===== config.mk =====
export PLATFORM = sky130hd
export DESIGN_NAME = ppu_vram_arbiter
export DESIGN_NICKNAME = d
export VERILOG_FILES = /design/src/rtl/ppu_vram_arbiter.sv
export SDC_FILE = /design/constraint.sdc
export NUM_CORES = 1
export LEC_CHECK = 0
export ABC_AREA = 1
export BUFFER_PORTS_ARGS = -buffer_cell sky130_fd_sc_hd__buf_2
export CAP_MARGIN = 5
export CORE_MARGIN = 8
export CORE_UTILIZATION = 30
export DETAILED_ROUTE_END_ITERATION = 10
export GPL_ROUTABILITY_DRIVEN = 0
export PLACE_DENSITY = 0.63
export SYNTH_ARGS = -nofsm -noshare
export SYNTH_HDL_FRONTEND = slang
export SYNTH_SLANG_ARGS = --single-unit

===== constraint.sdc =====
create_clock -name clk -period 1.9 [get_ports clk]
set_clock_uncertainty 0.15 [all_clocks]
set_input_delay 0 -clock clk [delete_from_list [all_inputs] [get_ports clk]]
set_output_delay 0 -clock clk [all_outputs]
set_load 0.005 [all_outputs]

===== src/rtl/ppu_vram_arbiter.sv =====
// Shares the PPU VRAM port between the PPUDATA CPU path and render fetches.
// Render has priority; a one-deep CPU pending slot is forced through after STARVE_LIMIT lost slots.
module ppu_vram_arbiter #(
    parameter int STARVE_LIMIT = 8,
    parameter int CNT_W        = 4
) (
    input  logic        clk,
    input  logic        reset,
    input  logic        ce,
    input  logic        cpu_req,
    input  logic        cpu_we,
    input  logic [13:0] cpu_addr,
    input  logic [7:0]  cpu_wdata,
    output logic        cpu_busy,
    output logic [7:0]  cpu_rdata,
    output logic        cpu_overrun,
    input  logic        cpu_overrun_clr,
    input  logic        rnd_req,
    input  logic [13:0] rnd_addr,
    output logic        rnd_grant,
    output logic        rnd_valid,
    output logic [7:0]  rnd_rdata,
    output logic [13:0] vram_a,
    output logic        vram_r,
    output logic        vram_w,
    output logic [7:0]  vram_dout,
    input  logic [7:0]  vram_din
);

    localparam logic [1:0] CPU_IDLE   = 2'd0;
    localparam logic [1:0] CPU_PEND   = 2'd1;
    localparam logic [1:0] CPU_RDWAIT = 2'd2;

    localparam logic [CNT_W-1:0] LIMIT_C = CNT_W'(STARVE_LIMIT);
    localparam logic [CNT_W-1:0] ONE_C   = CNT_W'(1);

    logic [1:0]       state_r;
    logic             pend_we_r;
    logic [13:0]      pend_addr_r;
    logic [7:0]       pend_wdata_r;
    logic [CNT_W-1:0] starve_cnt_r;

    logic slot_s;
    logic pend_s;
    logic cpu_win_s;
    logic rnd_win_s;

    // Reset also gates the slot so no strobe escapes while reset is held.
    assign slot_s   = ce & ~reset;
    assign pend_s   = (state_r == CPU_PEND);
    assign cpu_busy = (state_r != CPU_IDLE);

    // Slot winner: starved CPU first, then render, then any pending CPU access.
    always_comb begin
        cpu_win_s = 1'b0;
        rnd_win_s = 1'b0;
        if (!slot_s) begin
            cpu_win_s = 1'b0;
            rnd_win_s = 1'b0;
        end else if (pend_s && (starve_cnt_r >= LIMIT_C)) begin
            cpu_win_s = 1'b1;
        end else if (rnd_req) begin
            rnd_win_s = 1'b1;
        end else if (pend_s) begin
            cpu_win_s = 1'b1;
        end else begin
            cpu_win_s = 1'b0;
        end
    end

    // VRAM port drive for the current slot owner.
    always_comb begin
        rnd_grant = rnd_win_s;
        vram_r    = rnd_win_s | (cpu_win_s & ~pend_we_r);
        vram_w    = cpu_win_s & pend_we_r;
        vram_a    = 14'd0;
        vram_dout = 8'd0;
        if (rnd_win_s) begin
            vram_a = rnd_addr;
        end else if (cpu_win_s) begin
            vram_a = pend_addr_r;
            if (pend_we_r) begin
                vram_dout = pend_wdata_r;
            end else begin
                vram_dout = 8'd0;
            end
        end else begin
            vram_a = 14'd0;
        end
    end

    // CPU pending slot, read-buffer capture and starvation tracking.
    always_ff @(posedge clk or posedge reset) begin
        if (reset) begin
            state_r      <= CPU_IDLE;
            pend_we_r    <= 1'b0;
            pend_addr_r  <= 14'd0;
            pend_wdata_r <= 8'd0;
            starve_cnt_r <= '0;
            cpu_rdata    <= 8'd0;
            cpu_overrun  <= 1'b0;
        end else if (ce) begin
            case (state_r)
                CPU_IDLE: begin
                    if (cpu_req) begin
                        pend_we_r    <= cpu_we;
                        pend_addr_r  <= cpu_addr;
                        pend_wdata_r <= cpu_wdata;
                        state_r      <= CPU_PEND;
                    end
                end
                CPU_PEND: begin
                    if (cpu_win_s) begin
                        state_r <= pend_we_r ? CPU_IDLE : CPU_RDWAIT;
                    end
                end
                CPU_RDWAIT: begin
                    cpu_rdata <= vram_din;
                    state_r   <= CPU_IDLE;
                end
                default: begin
                    state_r <= CPU_IDLE;
                end
            endcase

            if (cpu_win_s) begin
                starve_cnt_r <= '0;
            end else if (rnd_win_s && pend_s && (starve_cnt_r < LIMIT_C)) begin
                starve_cnt_r <= starve_cnt_r + ONE_C;
            end

            // A set event outranks a simultaneous clear.
            if (cpu_req && (state_r != CPU_IDLE)) begin
                cpu_overrun <= 1'b1;
            end else if (cpu_overrun_clr) begin
                cpu_overrun <= 1'b0;
            end
        end
    end

    // Render return path: data arrives the ce slot after the grant.
    always_ff @(posedge clk or posedge reset) begin
        if (reset) begin
            rnd_valid <= 1'b0;
            rnd_rdata <= 8'd0;
        end else if (ce) begin
            rnd_valid <= rnd_win_s;
            if (rnd_valid) begin
                rnd_rdata <= vram_din;
            end
        end
    end

endmodule


==> out/qor.txt <==
status: completed
VDD IR max: 0.4927 mV
P_leak: 1.838 nW
Worst-Skew Late Latency: 0.29 ns
Period minus WS final: 1.707 ns
Clk pin slew, worst setup/hold paths: 0.08 ns
DRC: 0
Crit Path Class: register to output port
total wire length: 6.263 mm
switching power: 1.193 mW
Finished Core Util: 44.73%
slew margin rel.: 60.53%
max_cap viols: 0
vias in the first global route: 2251
top cells by count, synth: 128 x nand2_1, 47 x dfrtp_1, 27 x inv_1
die width: 101.4 um
hold_ws: 0.1063 ns
total global-route track usage: 12.51%
first-pass GRT wire length: 10.23 mm
Pwr Density: 1054 nW/um2
number of port buffers: 94
part of the power in the clock network: 17.1%
die area: 10280 um2
Synth Register Bits: 47
# nets final: 468
largest net degree at the start of global routing: 48
row count: 31
syn_area_per_cell: 7.756 um2
period utilisation layout: 89.85%
WL/cell: 12.16 um
required time of the critical path: 1.75 ns
most frequent cell after synthesis: nand2_1
CTS tree: done
ys flop type: dfrtp_1
CP Capture Type: output port
HP Class: primary input to output port
crit path launch type: register
Flop pwr share: 48.9%
DRT Pass-1 Iters: 4
Filler Cell Count: 717
fraction of layout cells with a size suffix above 1: 27.40%
H-tree Lvls: 2
antenna-violating nets left: 0
initial drt markers: 117
register area share after synthesis: 53.78%
Core Box Area: 7176 um2
RSZ-0062 raised after global routing: no
Post-synth ARST share: 100.0%
Via Count: 2222
switching part of the total: 35.27%
grt ovf: 0
clk root buf: clkbuf_8
Final WS setup: 0.1928 ns
Num CTS Buffers: 5
Critical Path AT: 1.56 ns
via-per-instance ratio: 4.315
flop-to-flop setup slack: 0.39 ns
CP Max Fanout: 15
worst slack at placement: 0.4785 ns
Layout area overhead: 46.74%
Die Height: 101.4 um
Post-CTS Resized: 0
post-route non-filler standard cell count: 515
Internal Pwr Total: 2.189 mW
post-synth top area cell: dfrtp_1
Netlist Area Pre-Place: 2187 um2
post-synth top area share: 53.78%
Clock Path Buffers: 2
CTS sink cnt: 47
Max Freq: 0.5858 GHz
Placed Cells: 471
initial antenna violation count: 0
Fin. Hold Viols: 0
Mapped Nets: 335
Initial Util: 30.48%
final slew viol count: 0
Ports: 95
yosys warns: 0
post-synth cell types: 20
Antenna Cells: 0
synth top area cells: dfrtp_1 54%, nand2_1 22%, o21ai_0 5.9%
number of setup violations in the final report: 0
combinational group share of total power: 34.0%
Post-Synthesis Cells: 282
number of synthesized flops with an enable pin: 0
setup_tns: 0 ns
Post-DP HPWL: 4.625 mm
slew of the pin with the lowest slew margin: 0.5921 ns
-- cells in the final DEF (no fill, tap or decap) --
cell,count
nand2_1,128
buf_2,94
dfrtp_1,47
dlygate4sd3_1,36
inv_1,26
o21ai_0,26
nand3_1,18
nor2_1,14
clkbuf_8,5
buf_4,5
inv_2,3
ha_1,2
clkbuf_1,2
clkinvlp_4,1
nor2_2,1
clkinv_1,1
nand4_1,1
nand2_2,1
a21oi_4,1
nor2_4,1
nand3_2,1
a21oi_1,1
clkinv_2,1
-- registers in the layout, summed over array words and instances (netlist names) --
| name | count |
|---|---|
| cpu_overrun | 1 |
| cpu_rdata | 8 |
| pend_addr_r | 14 |
| pend_wdata_r | 8 |
| pend_we_r | 1 |
| rnd_rdata | 8 |
| rnd_valid | 1 |
| starve_cnt_r | 4 |
| state_r | 2 |
-- power by group through the flow --
| stage | logic, mW | clock network [mW] | registers (mW) |
|---|---|---|---|
| 6_report | 1.15 | 0.579 | 1.65 |
| 5_1_grt | 1.34 | 0.648 | 1.71 |
| 4_1_cts | 1.18 | 0.599 | 1.65 |
| 3_5_place_dp | 1.11 | 0 | 1.67 |
| 3_3_place_gp | 1.08 | 0 | 1.66 |
| 2_1_floorplan | 0.671 | 0 | 1.64 |
-- cell families (layout without fill, tap and decap cells) --
kind of cell / Yosys count / in the layout / share of synthesized area [%]
buffers and inverters: 40 / 174 / 7.837
flip-flops: 47 / 47 / 53.78
adder cells (fa/ha/maj): 2 / 2 / 1.144
AND/OR/NAND/NOR: 165 / 165 / 30.32
AO/OA/AOI/OAI: 28 / 28 / 6.922
-- critical path: stages (launching register included) --
cell and delay [ns]:
dfrtp_1 0.44, nor2_2 0.19, nand2_1 0.08, nand2_2 0.13
inv_2 0.14, nand2_1 0.09, nand2_1 0.05, buf_2 0.12
-- final timing paths --
kind                              endpoint  depth (start not counted)      startpoint
max                             vram_a[12]                          7      state_r[1]
min                             vram_a[11]                          4    rnd_addr[11]
max reg2reg                    cpu_overrun                          3      state_r[1]
min reg2reg                 pend_addr_r[7]                          2  pend_addr_r[7]
max in group asynchronous     cpu_rdata[7]                          4           reset
min in group asynchronous  starve_cnt_r[3]                          4           reset
-- final cells by class --
class                           count  area [um2]  area share, %
Inverter                           31       120.1          3.743
Multi-Input combinational cell    195       839.6          26.16
Timing Repair Buffer              135       868.3          27.06
Clock inverter                      1       5.005         0.1559
Tap cell                           99       123.9          3.860
Clock buffer                        7       76.32          2.378
Sequential cell                    47        1176          36.65
-- through the flow --
stage	instance area (um2)	power, mW
global route	3209	3.696
finish	3209	3.382
CTS	3209	3.431
global placement	2768	2.737
detailed placement	2768	2.780
floorplan	2191	2.314
-- routing by layer --
metal / global-route usage (%) / vias to the layer above / wire length (um)
li1: - / 1123 / -
met1: 13.88 / 1029 / 2502
met2: 22.47 / 57 / 3348
met3: 2.474 / 13 / 261
met4: 5.727 / 0 / 151
met5: 0 / - / 0
-- what timing repair did --
item                                    CTS  global route
hold buffers                             36             0
buffers inserted                          0             0
endpoints found under the hold margin    93             0
endpoints found under the setup margin    0             0
Power figures use the tool's default switching activity.
